===== src/rtl/gray_ptr_conv_pipe.sv =====
// Gray<->binary pointer converter with input capture chain and Gray step-error monitor.
// Latency SYNC_STAGES+1 cycles; accepts a valid every cycle, no backpressure.
module gray_ptr_conv_pipe #(
  parameter int ADDRWIDTH   = 3,
  parameter int SYNC_STAGES = 2,
  parameter int ERRCNT_W    = 8
) (
  input  logic                 clk,
  input  logic                 reset_n,
  input  logic                 mode,
  input  logic                 din_valid,
  input  logic [ADDRWIDTH:0]   din,
  input  logic                 clr_err,
  output logic [ADDRWIDTH:0]   dout,
  output logic                 dout_valid,
  output logic                 step_err,
  output logic [ERRCNT_W-1:0]  err_cnt
);

  localparam int W = ADDRWIDTH + 1;
  localparam logic [ERRCNT_W-1:0] CNT_MAX = '1;

  logic [W-1:0] s_dat;
  logic         s_vld;
  logic         s_mode;

  generate
    if (SYNC_STAGES == 0) begin : g_nosync
      assign s_dat  = din;
      assign s_vld  = din_valid;
      assign s_mode = mode;
    end else begin : g_sync
      logic [W-1:0]           dat_q [SYNC_STAGES];
      logic [SYNC_STAGES-1:0] vld_q;
      logic [SYNC_STAGES-1:0] mode_q;

      always_ff @(posedge clk or negedge reset_n) begin
        if (!reset_n) begin
          for (int i = 0; i < SYNC_STAGES; i++) dat_q[i] <= '0;
          vld_q  <= '0;
          mode_q <= '0;
        end else begin
          dat_q[0]  <= din;
          vld_q[0]  <= din_valid;
          mode_q[0] <= mode;
          for (int i = 1; i < SYNC_STAGES; i++) begin
            dat_q[i]  <= dat_q[i-1];
            vld_q[i]  <= vld_q[i-1];
            mode_q[i] <= mode_q[i-1];
          end
        end
      end

      assign s_dat  = dat_q[SYNC_STAGES-1];
      assign s_vld  = vld_q[SYNC_STAGES-1];
      assign s_mode = mode_q[SYNC_STAGES-1];
    end
  endgenerate

  logic [W-1:0] g2b;
  logic [W-1:0] b2g;
  logic [W-1:0] conv;
  logic [W-1:0] hist;
  logic [W-1:0] diff;
  logic         hist_mode;
  logic         hist_ok;
  logic         multi_bit;
  logic         chk_err;

  // Each binary bit is the parity of all Gray bits at and above it.
  always_comb begin
    g2b = '0;
    for (int i = 0; i < W; i++) g2b[i] = ^(s_dat >> i);
  end

  assign b2g       = s_dat ^ (s_dat >> 1);
  assign conv      = s_mode ? b2g : g2b;
  assign diff      = s_dat ^ hist;
  assign multi_bit = |(diff & (diff - W'(1)));
  assign chk_err   = s_vld && !s_mode && hist_ok && (hist_mode == s_mode) && multi_bit;

  always_ff @(posedge clk or negedge reset_n) begin
    if (!reset_n) begin
      dout       <= '0;
      dout_valid <= 1'b0;
      step_err   <= 1'b0;
      err_cnt    <= '0;
      hist       <= '0;
      hist_mode  <= 1'b0;
      hist_ok    <= 1'b0;
    end else begin
      dout_valid <= s_vld;
      step_err   <= chk_err;
      if (s_vld) begin
        dout      <= conv;
        hist      <= s_dat;
        hist_mode <= s_mode;
        hist_ok   <= 1'b1;
      end
      // Clear takes priority over a coincident error pulse.
      if (clr_err)
        err_cnt <= '0;
      else if (step_err && (err_cnt != CNT_MAX))
        err_cnt <= err_cnt + ERRCNT_W'(1);
    end
  end

endmodule


===== config.mk =====
export PLATFORM = sky130hd
export DESIGN_NAME = gray_ptr_conv_pipe
export DESIGN_NICKNAME = d
export VERILOG_FILES = /design/src/rtl/gray_ptr_conv_pipe.sv
export SDC_FILE = /design/constraint.sdc
export NUM_CORES = 1
export LEC_CHECK = 0
export CORE_ASPECT_RATIO = 1.1
export CORE_MARGIN = 3
export CORE_UTILIZATION = 50
export DETAILED_ROUTE_END_ITERATION = 10
export PLACE_DENSITY = 0.77
export SLEW_MARGIN = 10
export SYNTH_ARGS = -nofsm -noshare
export SYNTH_HDL_FRONTEND = slang
export SYNTH_SLANG_ARGS = --single-unit
export TNS_END_PERCENT = 10

===== constraint.sdc =====
create_clock -name clk -period 2 [get_ports clk]
set_clock_uncertainty 0.1 [all_clocks]
set_input_delay 0.4 -clock clk [delete_from_list [all_inputs] [get_ports clk]]
set_output_delay 0.4 -clock clk [all_outputs]
set_load 0.005 [all_outputs]

# Word level (Yosys, flattened, before mapping)
# Cells that the tools add are included.
# classes
addsub,2
multipliers,0
n_div,0
magnitude_cmp,0
eq_ne,2
shift,0
muxes,3
bitwise,3
n_reduce_logical,12
# op_table
operator,count
2-to-1 mux 8 bit,2
XOR reduction 4 bit,4
adder 8 x 1 -> 8 bit (second input constant),1
inequality test 8 bit (second input constant),1
logical AND 1 bit,5
bitwise AND 4 bit,1
2-to-1 mux 4 bit,1
OR reduction 4 bit,1
subtractor 4 x 1 -> 4 bit (second input constant),1
bitwise XOR 4 x 3 -> 4 bit,1
bitwise XOR 4 bit,1
nonzero test 2 bit,1
== test 1 bit,1
zero test 1 bit,1
# word_totals
register_bits,32
latch_bits,0
ram_bits,0
rom_bits,0
in_bits,9
mem_count,0

# Depth between registers and ports, before layout
# Gate-level depths: netlist of the first run.
# logic_depth
depth_word,5
ltp_mapped,4
depth_no_buf,4

# Least setup slack after synthesis of the first run
# Ideal clock, no wire load.
# synth_timing
kind,reg2reg
start,register err_cnt[0]
end,register err_cnt[0]
setup_time_ns,0.125
t_arrival_ns,1.390
slack_ns,0.385
stages_incl_launch_ff,5
path_cell_list,dfrtp_1 ha_1 and3_1 a21boi_1 mux2_2
# synth_between
elab_chain_cells,3
word_cells_on_any_way,6
cone_classes,1 x add/sub; 1 x eq/ne; 2 x mux; 2 x reduce/logical
# synth_lines
element,line_no,rtl
"start, declared",17,output logic [ERRCNT_W-1:0] err_cnt
"start signal, assigned",104,err_cnt <= err_cnt + ERRCNT_W'(1);
adder 8 x 1 -> 8 bit or inequality test 8 bit (tied branches),"104, 103",
2-to-1 mux 8 bit or logical AND 1 bit (tied branches),103,else if (step_err && (err_cnt != CNT_MAX))
2-to-1 mux 8 bit or nonzero test 2 bit (tied branches),-,
# Several ways; a longest one is shown, not always the timed one. The select of a mux whose other input is x is not followed.
# A chain may end at the register's enable or synchronous reset.

# Final worst setup path of the first run
# layout_timing
start,register err_cnt[3]
end,output port err_cnt[3]
# No word-level cell between the ends.

==> Implementation_results.wiki, run 1 <==
{| class="wikitable"
! Metric !! Value
|-
| Outcome || complete, no violations
|-
| Largest buffer count on any clock path || 2
|-
| Worst setup slack for register-to-register paths || just under 0.3 ns
|-
| Setup tns final || 0 ns
|-
| Setup violators final || 0
|-
| Port bufs || 22
|-
| Critical path buffer and inverter count || 1
|-
| Net switching power || 0.2683 mW
|-
| Cell Rows || 18
|-
| Most area-hungry cell type in the Yosys netlist || dfrtp_1
|-
| PnR Total Power || 1.218 mW
|-
| # nets final || roughly 130
|-
| WHS Endpoint || s_dat[0]
|-
| Floorplan die area || about 0.0032 sq mm
|-
| Hold path start || g_sync.dat_q[4]
|-
| Number of different library cells in the post-synthesis netlist || 29
|-
| Utilization after layout || approximately two thirds
|-
| Synth Instances || 97
|-
| Leakage power || around 0.7 nW
|-
| Family of cells with the greatest summed delay on the critical path || buffers and inverters
|-
| Clock-pin transition on the worst setup and hold timing paths || approximately 0.090 ns
|-
| Placeable core area || about 0.0023 sq mm
|-
| Wire length per cell after detailed routing || between 10 and 15 microns
|-
| Post-Route WL || a little over 2000 microns
|-
| Data required, critical path || ~1.5 ns
|-
| Most instantiated flip-flop cell in the synthesis netlist || dfrtp_1
|-
| Fraction of synthesis flops using an asynchronous set or reset pin || 100.0%
|-
| Number of global-route vias before repair || 851
|-
| Number of stages on the worst hold path || 0
|-
| Count of cells along the worst register-to-register path || 4
|-
| Headroom to the max-slew limit || between 70 and 80%
|-
| Count of final hold-check violations || 0
|-
| Final instance area || between 0.0015 and 0.002 sq mm
|-
| Largest vdd supply drop || ~670 uV
|-
| Via count || 859
|-
| Hold bufs inserted after CTS || 0
|-
| Slowest cell delay on critical path || 0.55 ns
|-
| Post-CTS setup buffers || 0
|-
| Top cells by area, synth || dfrtp_1, mux2_2, xnor2_1
|-
| Remaining routing DRC violations || 0
|-
| P per Cell Area || approximately 770 mW/mm^2
|-
| Portion of the clock cycle consumed by the worst path in the final layout || 93.34%
|-
| Arrival time reported for the critical path endpoint || ~1.4 ns
|-
| Switching Fraction || around 22%
|-
| Iteration-0 DRC count of the detailed router || 15
|-
| Inserted Clock Buffers || 5
|-
| Sequential Area || just under 800 sq um
|-
| Number of detailed-routing iterations run before antenna repair || 4
|-
| Clock sinks || 31
|-
| Critical Path Slowest Stage Cell || clkdlybuf4s50_1
|-
| Critical Path, Cell by Cell || clkdlybuf4s50_1
|-
| Area growth from synthesis to layout || 25.37%
|-
| Top cell type's share of synthesized area || around 60%
|-
| Filler instances || approximately 180
|-
| TritonCTS clock tree || yes
|-
| DPL Wire Length || about 1500 microns
|-
| Worst Setup End Kind || output pin
|-
| Vertical die dimension || about 59 microns
|-
| Aggregate global routing overflow || 0
|-
| Internal power contribution || around 0.95 mW
|-
| Placed Area || between 0.0015 and 0.002 sq mm
|-
| Max Transition Viols Final || 0
|-
| Slew of the pin with the lowest slew margin || roughly 0.44 ns
|-
| Area taken by multi-input logic gates || ~460 sq um
|-
| Syn avg cell area || roughly 13 sq um
|-
| CTS-repair resized insts || 0
|-
| Antenna violations before repair || 0
|-
| Clock latency at the later pin of the worst-skew pair || between 0.3 and 0.4 ns
|-
| Share of final-layout standard cells stronger than drive strength 1 || between 15 and 20%
|-
| Cell types with the highest counts after synthesis || dfrtp_1, mux2_2, nor2_1, xnor2_1, a21oi_1
|-
| Number of inserted diodes || 0
|-
| Crit path max fanout || 8
|-
| Sequential-to-total area share from yosys stat || about three fifths
|-
| Antenna-violating nets left || 0
|-
| Cell area after synthesis || approximately 0.0013 sq mm
|-
| Initial Utilization || between 50% and 60%
|-
| Synth warnings || 0
|-
| Wire length of the first global-routing pass || approximately 3500 microns
|-
| DR vias/cell || approximately 5.5
|-
| Maximum level of the CTS H-tree || 2
|-
| Gp weighted congestion || ~0.79
|-
| Post-Synthesis Net Count || around 110
|-
| Width of the die || approximately 54 microns
|-
| Reg power frac || between 50% and 60%
|-
| Combined global-route utilization of all metal layers || 16.06%
|-
| Total of flip-flops plus latches after synthesis || 31
|-
| Count leader, synth || dfrtp_1
|-
| Worst setup SP type || flip-flop
|-
| Max-cap viol count || 0
|-
| Post-synth EDFFs || 0
|-
| Highest achievable clock rate || around 540 MHz
|-
| Boundary pin count || 23
|-
| Buffer cell driving the clock tree root || clkbuf_4
|-
| Pin count of the biggest net entering global routing || 32
|-
| Share of power burned in combinational logic || between 10% and 20%
|-
| Share of power burned in the clock network || between 30 and 40%
|-
| Tmin final || between 1.5 and 2 ns
|-
| Crit Path Category || reg2out
|-
| RSZ-0062 raised after global routing || false
|-
| HP Class || reg2reg
|-
| R2r startpoint || err_cnt[0]
|-
| Endpoint of the most critical register-to-register path || err_cnt[0]
|}
-- logic make-up after synthesis --
kind of cell | count (synthesis) | synth area share, %
AOI/OAI and AO/OA | 13 | 7.861
xor gates and xnor gates | 8 | 5.572
adders and majority gates | 2 | 1.791
buffers and inverters | 4 | 1.493
DFF | 31 | 61.69
muxes | 10 | 8.856
and+or+nand+nor | 29 | 12.74
-- metal layers --
metal  track usage [%]  share of wire, %  up-vias
met5                 0                 0        -
met4             11.31               2.0        0
met3             6.329               8.1        6
met2             27.51                51       35
met1             15.00                39      417
li1                  -                 -      401
-- cell type report --
type,instances,share of cell area (%)
clock buffers,8,4.365
well taps,30,2.381
inverters,1,0.2381
multi-input cells,62,29.37
flip-flops and latches,31,49.21
repair buffers,23,14.44
-- stage by stage --
| stage | worst slack [ns] | std cells | hold WS (ns) |
|---|---|---|---|
| global route | 0.07205 | 155 | 0.2623 |
| global placement | 0.3684 | 147 | 0.2330 |
| finish | 0.1332 | 155 | 0.2518 |
| floorplan | 0.3855 | 97 | 0.004409 |
| CTS | 0.1156 | 155 | 0.2538 |
| detailed placement | 0.3152 | 147 | 0.2378 |
-- worst max path at each step --
stage                     from          to  slack (ns)  cells after the start
detailed placement  err_cnt[0]  err_cnt[0]        0.32                      4
global route        err_cnt[3]  err_cnt[3]        0.07                      1
finish              err_cnt[3]  err_cnt[3]        0.13                      1
CTS                 err_cnt[3]  err_cnt[3]        0.12                      1
global placement    err_cnt[0]  err_cnt[0]        0.37                      4
floorplan           err_cnt[0]  err_cnt[0]        0.39                      4
-- power groups by stage --
stage | clock network [mW] | registers, mW | logic, mW
after detailed placement | 0 | 0.703 | 0.131
after global placement | 0 | 0.701 | 0.130
after CTS | 0.421 | 0.691 | 0.132
final | 0.399 | 0.690 | 0.129
after global routing | 0.449 | 0.696 | 0.144
after floorplan | 0 | 0.698 | 0.0665
-- placed cells by master (no fill, tap or decap), types with 2 or more instances in the layout --
cell type	synthesis	final
or4b_1	2	2
o211a_1	2	2
nand2_1	3	3
clkbuf_4	0	5
clkdlybuf4s50_1	0	22
nand4_1	3	3
a21oi_1	5	5
nand3_1	4	4
dfrtp_1	31	31
nor2_1	7	7
clkbuf_8	0	2
nor2b_1	4	4
xnor2_1	7	7
and3_1	2	2
mux2_2	9	9
-- flip-flops by register name, summed over array words and instances (netlist names) --
register / flops
err_cnt: 8
g_sync.dat_q: 4
hist: 4
s_dat: 4
dout: 3
g_sync.mode_q: 2
g_sync.vld_q: 2
dout_valid: 1
hist_mode: 1
hist_ok: 1
step_err: 1
Note: power is estimated with default switching activity, not from simulation.
==> inputs of run 2 (changes only) <==
SLEW_MARGIN = not set   (was 10)
==> results of run 2 <==
Final layout, timing and power as in run 1 (identical DEF).
==> inputs of run 3 (changes only) <==
DONT_BUFFER_PORTS = 1   (was not set)
PLACE_DENSITY = not set   (was 0.77)
==> Implementation_results.wiki, run 3 (synthesis results as in run 1) <==
{| class="wikitable"
! Metric !! Value
|-
| Number of inserted diodes || 0 (unchanged)
|-
| Clock latency at the later pin of the worst-skew pair || 0.32 ns (about the same)
|-
| Wire length of the first global-routing pass || 3256 microns (-7.3%)
|-
| Crit Path Category || reg2reg
|-
| Aggregate global routing overflow || 0 (unchanged)
|-
| Initial Utilization || 54.21% (unchanged)
|-
| Family of cells with the greatest summed delay on the critical path || flip-flops
|-
| Gp weighted congestion || 0.6653 (-16%)
|-
| Inserted Clock Buffers || 5 (unchanged)
|-
| TritonCTS clock tree || yes
|-
| Sequential Area || 775.7 sq um (unchanged)
|-
| Share of power burned in the clock network || 30.6% (-2.2 points)
|-
| Register bank with the most flops || err_cnt
|-
| Floorplan die area || 0.003153 sq mm (unchanged)
|-
| Critical path buffer and inverter count || 0 (-1)
|-
| Worst Setup End Kind || flip-flop
|-
| Headroom to the max-slew limit || 70.80% (about the same)
|-
| RSZ-0062 raised after global routing || false
|-
| Placed Area || 0.001280 sq mm (-15%)
|-
| Slew of the pin with the lowest slew margin || 0.4379 ns (+0.0009890 ns)
|-
| Maximum level of the CTS H-tree || 2 (unchanged)
|-
| Count of cells along the worst register-to-register path || 4 (unchanged)
|-
| Worst setup SP type || flip-flop
|-
| Tmin final || 1.754 ns (-0.1130 ns)
|-
| Iteration-0 DRC count of the detailed router || 9 (-6)
|-
| Number of global-route vias before repair || 779 (-8.5%)
|-
| P per Cell Area || 794.3 mW/mm^2 (+2.8%)
|-
| Internal power contribution || 0.8783 mW (-7.5%)
|-
| Max Transition Viols Final || 0 (unchanged)
|-
| PnR Total Power || 1.133 mW (-7.0%)
|-
| Slowest cell delay on critical path || 0.44 ns (-0.11 ns)
|-
| Vertical die dimension || 58.60 microns (unchanged)
|-
| Antenna violations before repair || 0 (unchanged)
|-
| DPL Wire Length || 1443 microns (-2.2%)
|-
| DR vias/cell || 5.669 (+2.3%)
|-
| Placeable core area || 0.002320 sq mm (unchanged)
|-
| Critical Path Slowest Stage Cell || dfrtp_1
|-
| Switching Fraction || 22.48% (+0.45 points)
|-
| Setup violators final || 0 (unchanged)
|-
| Logic depth of the worst path, buffers included || 4 (+3)
|-
| Area taken by multi-input logic gates || 462.9 sq um (unchanged)
|-
| Final instance area || 0.001426 sq mm (-9.5%)
|-
| Area growth from synthesis to layout || 13.43%
|-
| Max-cap viol count || 0 (unchanged)
|-
| Data required, critical path || 2.11 ns (+0.61 ns)
|-
| Combined global-route utilization of all metal layers || 15.47% (-0.59 points)
|-
| Boundary pin count || 23 (unchanged)
|-
| Buffer cell driving the clock tree root || clkbuf_4
|-
| Width of the die || 53.82 microns (unchanged)
|-
| Port bufs || 0 (-100%)
|-
| Cell Rows || 18 (unchanged)
|-
| Count of final hold-check violations || 0 (unchanged)
|-
| Leading cell type in the layout, fill and taps excluded || dfrtp_1
|-
| Setup tns final || 0 ns (unchanged)
|-
| Clock-pin transition on the worst setup and hold timing paths || 0.09 ns (about the same)
|-
| Wire length per cell after detailed routing || 14.40 microns (+9.8%)
|-
| Largest register FFs || 8 (unchanged)
|-
| Via count || 788 (-8.3%)
|-
| Remaining routing DRC violations || 0 (unchanged)
|-
| Net switching power || 0.2547 mW (-5.1%)
|-
| Number of detailed-routing iterations run before antenna repair || 2 (-2)
|-
| Reg power frac || 61.3% (+4.6 points)
|-
| Filler instances || 199 (+14%)
|-
| Crit path max fanout || 5 (-3)
|-
| CTS-repair resized insts || 0 (unchanged)
|-
| Largest buffer count on any clock path || 2 (unchanged)
|-
| Leakage power || 0.6278 nW (-7.7%)
|-
| HP Class || in2reg
|-
| Non-filler instance count after layout || 139 (-10%)
|-
| Post-Route WL || 2001 microns (-1.5%)
|-
| Number of stages on the worst hold path || 1 (+1)
|-
| Clock sinks || 31 (unchanged)
|-
| Share of power burned in combinational logic || 8.1% (-2.5 points)
|-
| Antenna-violating nets left || 0 (unchanged)
|-
| Highest achievable clock rate || 570.2 MHz (+6.4%)
|-
| Largest vdd supply drop || 744.9 uV (+11%)
|-
| Critical Path, Cell by Cell || ha_1, and3_1, a21boi_1, mux2_2
|-
| Arrival time reported for the critical path endpoint || 1.86 ns (+0.49 ns)
|-
| Pin count of the biggest net entering global routing || 32 (unchanged)
|-
| Portion of the clock cycle consumed by the worst path in the final layout || 87.69% (-5.6 points)
|-
| # nets final || 119 (-11%)
|-
| Dpl cells || 124 (-16%)
|-
| Share of final-layout standard cells stronger than drive strength 1 || 17.43% (+2.2 points)
|-
| Outcome || complete, no violations
|-
| Leading cell types in the layout, fill and taps excluded || dfrtp_1, mux2_2, xnor2_1, nor2_1, dlygate4sd3_1
|}
run 3: final cells by class:
class,instances,share of cell area (%)
Clock inverter,1,0.3509
Inverter,1,0.2632
Multi-Input combinational cell,62,32.46
Timing Repair Buffer,8,6.316
Clock buffer,6,3.596
Tap cell,30,2.632
Sequential cell,31,54.39
run 3: path summary, 6_finish.rpt:
| kind | from | end | slack [ns] |
|---|---|---|---|
| worst max-delay path | err_cnt[0] | err_cnt[0] | 0.25 |
| worst min-delay path | clr_err | err_cnt[2] | 0.05 |
| worst max register to register | err_cnt[0] | err_cnt[0] | 0.25 |
| worst min register to register | g_sync.dat_q[4] | s_dat[0] | 0.25 |
| max in group asynchronous | reset_n | s_dat[2] | 1.20 |
| min in group asynchronous | reset_n | err_cnt[4] | 0.43 |
run 3: power by group through the flow:
stage	clock, mW	combinational [mW]	sequential [mW]
2_1_floorplan	0	0.0665	0.698
3_3_place_gp	0	0.0650	0.707
3_5_place_dp	0	0.0666	0.709
4_1_cts	0.369	0.0948	0.696
5_1_grt	0.399	0.105	0.700
6_report	0.346	0.0922	0.694
run 3: what timing repair did:
item / CTS / global route
endpoints found under the hold margin: 37 / 0
buffers inserted: 0 / 0
hold buffers: 8 / 0
run 3: through the flow:
step                      hold WS, ns  setup slack [ns]  utilization (%)
final                         0.04994            0.2462            61.49
after global routing          0.01774            0.1669            61.49
after CTS                     0.03691            0.2708            61.49
after detailed placement     0.005083            0.2841            55.18
after global placement       0.005046            0.3269            55.18
after floorplan              0.004409            0.3855                -
run 3: worst register-to-register path: cells and delay by family (launching register included):
family	cells	cell delay, ns
AO/OA/AOI/OAI	1	0.25
AND/OR/NAND/NOR	1	0.23
flip-flops	1	0.44
adder cells (fa/ha/maj)	1	0.26
multiplexers	1	0.37
run 3: per-layer routing:
| metal | routed length [microns] | GRT usage [%] | share of wire, % |
|---|---|---|---|
| met5 | 0 | 0 | 0 |
| met4 | 29 | 7.664 | 1.4 |
| met3 | 160 | 8.354 | 8.0 |
| met2 | 1027 | 25.95 | 51 |
| met1 | 784 | 14.99 | 39 |
==> patch 1 (config.mk and constraints of run 1) <==
Remove the register `dout_valid`: a continuous assignment takes its place, so the output `dout_valid` follows one clock earlier.
--- a/src/rtl/gray_ptr_conv_pipe.sv
+++ b/src/rtl/gray_ptr_conv_pipe.sv
@@ -82,14 +82,12 @@
   always_ff @(posedge clk or negedge reset_n) begin
     if (!reset_n) begin
       dout       <= '0;
-      dout_valid <= 1'b0;
       step_err   <= 1'b0;
       err_cnt    <= '0;
       hist       <= '0;
       hist_mode  <= 1'b0;
       hist_ok    <= 1'b0;
     end else begin
-      dout_valid <= s_vld;
       step_err   <= chk_err;
       if (s_vld) begin
         dout      <= conv;
@@ -105,5 +103,7 @@
     end
   end
 
+  assign dout_valid = s_vld;
+
 endmodule
 
Function: changed (Yosys sat finds a counterexample within 4 cycles, from zero or initial values and one cycle with reset_n low).
==> patch 1 against run 1 <==
Core utilization fell by 1.1 points. Non-clock buffer count rose by 1. Sequential power fell by 3.5%. Worst setup slack improved by 0.017 ns. Synthesized cell count fell by 1.0%. Count of clock-buffer cells in the layout fell by 1. Routed wire length fell by 0.59%. Synthesized area fell by 2.0%. Design area fell by 2.6%. Total power fell by 9.0%. Sequential cell count fell by 1. Highest routed layer unchanged.
==> patch 1: results (changes against run 1) <==
Global routing
The via count of the first global-routing pass is 891 (was 851). The aggregate global-route resource usage came to 0.166 (was 0.161). The initial antenna violation count is 0 (unchanged). The largest net degree at the start of global routing is 31 (was 32). The global-route wire length before repair is 3580 µm (was 3510 µm).

Drt
The number of design-rule violations left by the first detailed-router iteration is 17 (was 15). The number of optimization iterations in the first detailed-route pass came to 4 (unchanged). The routed wire length per instance is 13.1 µm (about the same). The via density per instance came to 5.49 (was 5.54).

Place
The placed standard-cell area is 1490 µm² (was 1510 µm²). The global placer's final weighted congestion is 0.833 (was 0.791). The HPWL after detailed placement is 1520 µm (was 1480 µm).

Run status
Outcome: completed (unchanged).

Clocking
The number of buffers between clock root and the deepest sink was 2 (unchanged). The clock latency reported for the late side of the worst-skew pair came to 0.32 ns (about the same).

Yosys
The top flip-flop cell by instance count after synthesis is dfrtp_1 (unchanged). The post-synth net total came to 106 (was 107). Post-synth top cells: dfrtp_1 (30), mux2_2 (9), nor2_1 (7), xnor2_1 (7), a21oi_1 (5) (was dfrtp_1 (31), mux2_2 (9), nor2_1 (7), xnor2_1 (7), a21oi_1 (5)).

Most area-consuming cells after synthesis: dfrtp_1 (61%), mux2_2 (8.2%), xnor2_1 (5.0%), nor2_1 (2.1%), a21oi_1 (2.0%) (was dfrtp_1 (62%), mux2_2 (8.1%), xnor2_1 (4.9%), nor2_1 (2.1%), a21oi_1 (2.0%)). The portion of the post-synthesis area used by sequential elements came to 0.609 (was 0.617).

Layout
The share of post-route cells with drive strength above 1 is 0.145 (was 0.152). The synthesis-to-finish area growth is 24.6% (was 25.4%). The count of fill cells added during filler insertion is 195 (was 175).

Setup path
The highest cell delay on the worst timing path is 0.55 ns (about the same). The worst-case reg-to-reg path depth is 4 (unchanged). The data arrival time of the worst path is 1.35 ns (was 1.37 ns). The startpoint of the most critical setup path is err_cnt[3] (unchanged). The highest fanout seen on the critical path was 8 (unchanged).

The worst setup path endpoint is err_cnt[3] (unchanged). The worst setup slack for register-to-register paths was 0.32 ns (was 0.29 ns). The cell class contributing the biggest share of worst-path delay is buffers and inverters (unchanged).

Timing
The worst-margin pin slew is 0.360 ns (was 0.437 ns).

Power
The maximum ir drop on the vdd rail came to 0.581 mV (was 0.669 mV). The leakage power total came to 0.660 nW (was 0.680 nW).
-- patch 1: cell count changes after synthesis, sizes merged --
cell	change
dfrtp	-1
-- patch 1: how the worst min path moves through the flow --
stage / startpoint / to / slack, ns
6_report: g_sync.dat_q[4] / s_dat[0] / 0.25
3_3_place_gp: g_sync.dat_q[6] / s_dat[2] / 0.23
5_1_grt: g_sync.dat_q[4] / s_dat[0] / 0.26
4_1_cts: g_sync.dat_q[4] / s_dat[0] / 0.25
3_5_place_dp: g_sync.dat_q[4] / s_dat[0] / 0.24
2_1_floorplan: reset_n / dout[0] / 0.004
-- patch 1: stage by stage --
stage / cells / setup WS [ns] / total power (W)
floorplan: 96 / 0.385 / 0.000742
global placement: 147 / 0.360 / 0.000810
detailed placement: 147 / 0.295 / 0.000816
CTS: 154 / 0.138 / 0.00113
global route: 154 / 0.0656 / 0.00118
finish: 154 / 0.150 / 0.00111
-- patch 1: report_power, final --
group | total, W | switching, W | internal [W] | leakage [nW]
clock network | 0.000308 | 0.000176 | 0.000132 | 0.0254
registers | 0.000666 | 0.0000246 | 0.000641 | 0.367
logic | 0.000135 | 0.0000529 | 0.0000822 | 0.267
total | 0.00111 | 0.000253 | 0.000855 | 0.660
-- patch 1: routing by layer --
metal,track usage,vias to the layer above,routed length [µm]
li1,-,394,-
met1,0.160,408,771
met2,0.291,39,1060
met3,0.0848,5,156
met4,0.0657,0,35
met5,0,-,0
-- patch 1: cell type report --
class,instances,area share
repair buffers,24,0.153
well taps,30,0.0244
inverters,1,0.00244
clock buffers,7,0.0293
multi-input cells,62,0.302
flip-flops and latches,30,0.489
-- patch 1: kinds of logic (layout without fill, tap and decap cells) --
family	count (synthesis)	after routing	synth area share
adder cells (fa/ha/maj)	2	2	0.0183
flip-flops	30	30	0.609
AO/OA/AOI/OAI	13	13	0.0802
multiplexers	10	10	0.0904
buffers and inverters	4	32	0.0152
XOR/XNOR	8	8	0.0569
AND/OR/NAND/NOR	29	29	0.130
==> patch 2 (config.mk and constraints of run 1) <==
Made on the original files. `ERRCNT_W`: 8 -> 6.
--- a/src/rtl/gray_ptr_conv_pipe.sv
+++ b/src/rtl/gray_ptr_conv_pipe.sv
@@ -3,7 +3,7 @@
 module gray_ptr_conv_pipe #(
   parameter int ADDRWIDTH   = 3,
   parameter int SYNC_STAGES = 2,
-  parameter int ERRCNT_W    = 8
+  parameter int ERRCNT_W    = 6
 ) (
   input  logic                 clk,
   input  logic                 reset_n,
Ports: changed (resized err_cnt); port bits go from 23 to 21. The function was not compared with the original's and may differ.
==> patch 2 against run 1 <==
Critical path depth did not move. Sequential power fell by 5.8%. Synthesized area fell by 11%. Total power rose by 3.9%. Die area fell by 9.4%. Sequential share of layout area rose by 1.0 points. Sequential cell count fell by 2. Clock power rose by 23%. Highest routed layer unchanged. Design area fell by 8.3%. Routed wire length fell by 18%. First-iteration DRC count rose by 6.7%. Worst setup slack improved by 0.068 ns.
==> patch 2: results (changes against run 1) <==
Run status
Outcome: completed (unchanged).

Global routing
The global-route wire length before repair was 3070 µm (was 3510 µm). The met3 global-route usage is 0.0563 (was 0.0633). The met2 track demand over resource came to 0.204 (was 0.275). The via count of the first global-routing pass is 671 (was 851). The aggregate global-route resource usage was 0.145 (was 0.161). The largest net degree at the start of global routing is 30 (was 32).

The met1 routing resource usage after global routing is 0.191 (was 0.150).

Timing
The minimum clock period after layout is 1.80 ns (was 1.87 ns). The worst-margin pin slew is 0.450 ns (was 0.437 ns). The worst hold margin is 0.247 ns (was 0.252 ns).

Place
The global placer's final weighted congestion came to 0.713 (was 0.791). The HPWL after detailed placement is 1230 µm (was 1480 µm). The quantity of I/O buffers inserted on ports came to 20 (was 22). The setup slack after placement is 0.436 ns (was 0.315 ns).

Setup path
The startpoint of the most critical setup path is step_err (was err_cnt[3]). The terminus of the critical flop-to-flop path is err_cnt[0] (unchanged). The highest fanout seen on the critical path came to 7 (was 8). The data arrival time of the worst path is 1.30 ns (was 1.37 ns).

Layout
The clock network area share is 0.0615 (was 0.0437). The total of plain and repair buffers excluding clock buffers is 21 (was 23). The count of fill cells added during filler insertion is 151 (was 175). The area taken by flip-flops and latches was 726 µm² (was 776 µm²). The share of post-route cells with drive strength above 1 is 0.174 (was 0.152). The multi-input gate area in the final layout was 380 µm² (was 463 µm²). The non-clock buffer share of cell area is 0.144 (about the same). The number of flip-flops in the largest register is 6 (was 8). The number of non-clock inverters is 2 (was 1). The count of clock-net buffers in the final layout came to 6 (was 8).

The number of multi-input combinational cells in the layout was 49 (was 62). The net total in the final layout is 118 (was 134).

Min path
The endpoint with the worst hold slack is s_dat[3] (was s_dat[0]). The cell depth of the worst min-delay path is 0 (unchanged). The startpoint of the worst hold path is g_sync.dat_q[7] (was g_sync.dat_q[4]).

Drt
The number of design-rule violations left by the first detailed-router iteration is 16 (was 15). The via density per instance is 5.07 (was 5.54). The total wirelength of the detailed-routed design is 1670 µm (was 2030 µm).

The post-detailed-route DRC marker count is 0 (unchanged).

Clocking
The number of buffers inserted during clock tree synthesis came to 5 (unchanged). The count of instances resized after the clock tree is built is 0 (unchanged).

Power
The maximum ir drop on the vdd rail is 0.600 mV (was 0.669 mV). The leakage power total came to 0.594 nW (was 0.680 nW).

Yosys
The post-synth net total came to 92 (was 107). The flip-flop and latch count after synthesis came to 29 (was 31). The number of distinct library cells after synthesis is 27 (was 29). The portion of the post-synthesis area used by sequential elements came to 0.645 (was 0.617). Most area-consuming cells after synthesis: dfrtp_1 (65%), mux2_2 (7.0%), xnor2_1 (5.5%), a21oi_1 (1.8%), and3_1 (1.7%) (was dfrtp_1 (62%), mux2_2 (8.1%), xnor2_1 (4.9%), nor2_1 (2.1%), a21oi_1 (2.0%)). The count of warnings emitted by yosys came to 0 (unchanged). Post-synth top cells: dfrtp_1 (29), mux2_2 (7), xnor2_1 (7) (was dfrtp_1 (31), mux2_2 (9), nor2_1 (7), xnor2_1 (7), a21oi_1 (5)).
==> patch 2: cell count changes after synthesis, moves of 2 or more <==
cell	change
nor2b_1	-2
a311oi_1	+2
dfrtp_1	-2
nand2_1	-3
nand2b_1	+2
nor2_1	-4
mux2_2	-2
o211a_1	-2
clkbuf_1	-2
==> patch 2: logic make-up (layout without fill, tap and decap cells) <==
logic type / count (synthesis) / in the layout / synth area share
flops: 29 / 29 / 0.645
simple gates: 19 / 19 / 0.0979
compound gates: 12 / 12 / 0.0790
xor+xnor: 8 / 8 / 0.0623
mux: 8 / 8 / 0.0790
buf+inv: 4 / 31 / 0.0167
fa+ha+maj: 2 / 2 / 0.0200
==> patch 2: routing by layer <==
| metal | vias to the layer above | share of wire |
|---|---|---|
| li1 | 341 | - |
| met3 | 4 | 0.055 |
| met4 | 0 | 0.019 |
| met2 | 17 | 0.48 |
| met5 | - | 0 |
| met1 | 332 | 0.45 |
==> patch 2: power by group <==
| part | leakage (nW) | internal, W | switching [W] |
|---|---|---|---|
| combinational | 0.199 | 0.0000808 | 0.0000443 |
| sequential | 0.351 | 0.000622 | 0.0000280 |
| clock | 0.0445 | 0.000297 | 0.000194 |
| total | 0.594 | 0.00100 | 0.000266 |
==> patch 2: stage by stage <==
step | utilization | instance area (µm²) | std cells
floorplan | - | 1120 | 82
global placement | 0.657 | 1360 | 129
detailed placement | 0.657 | 1360 | 129
CTS | 0.700 | 1450 | 137
global route | 0.700 | 1450 | 137
finish | 0.700 | 1450 | 137
==> patch 2: worst max-delay path by stage <==
stage                       endpoint  depth (start not counted)
after detailed placement  err_cnt[0]                          3
after global placement    err_cnt[0]                          3
final                       step_err                          1
after floorplan           err_cnt[0]                          4
after CTS                   step_err                          1
after global routing        step_err                          1
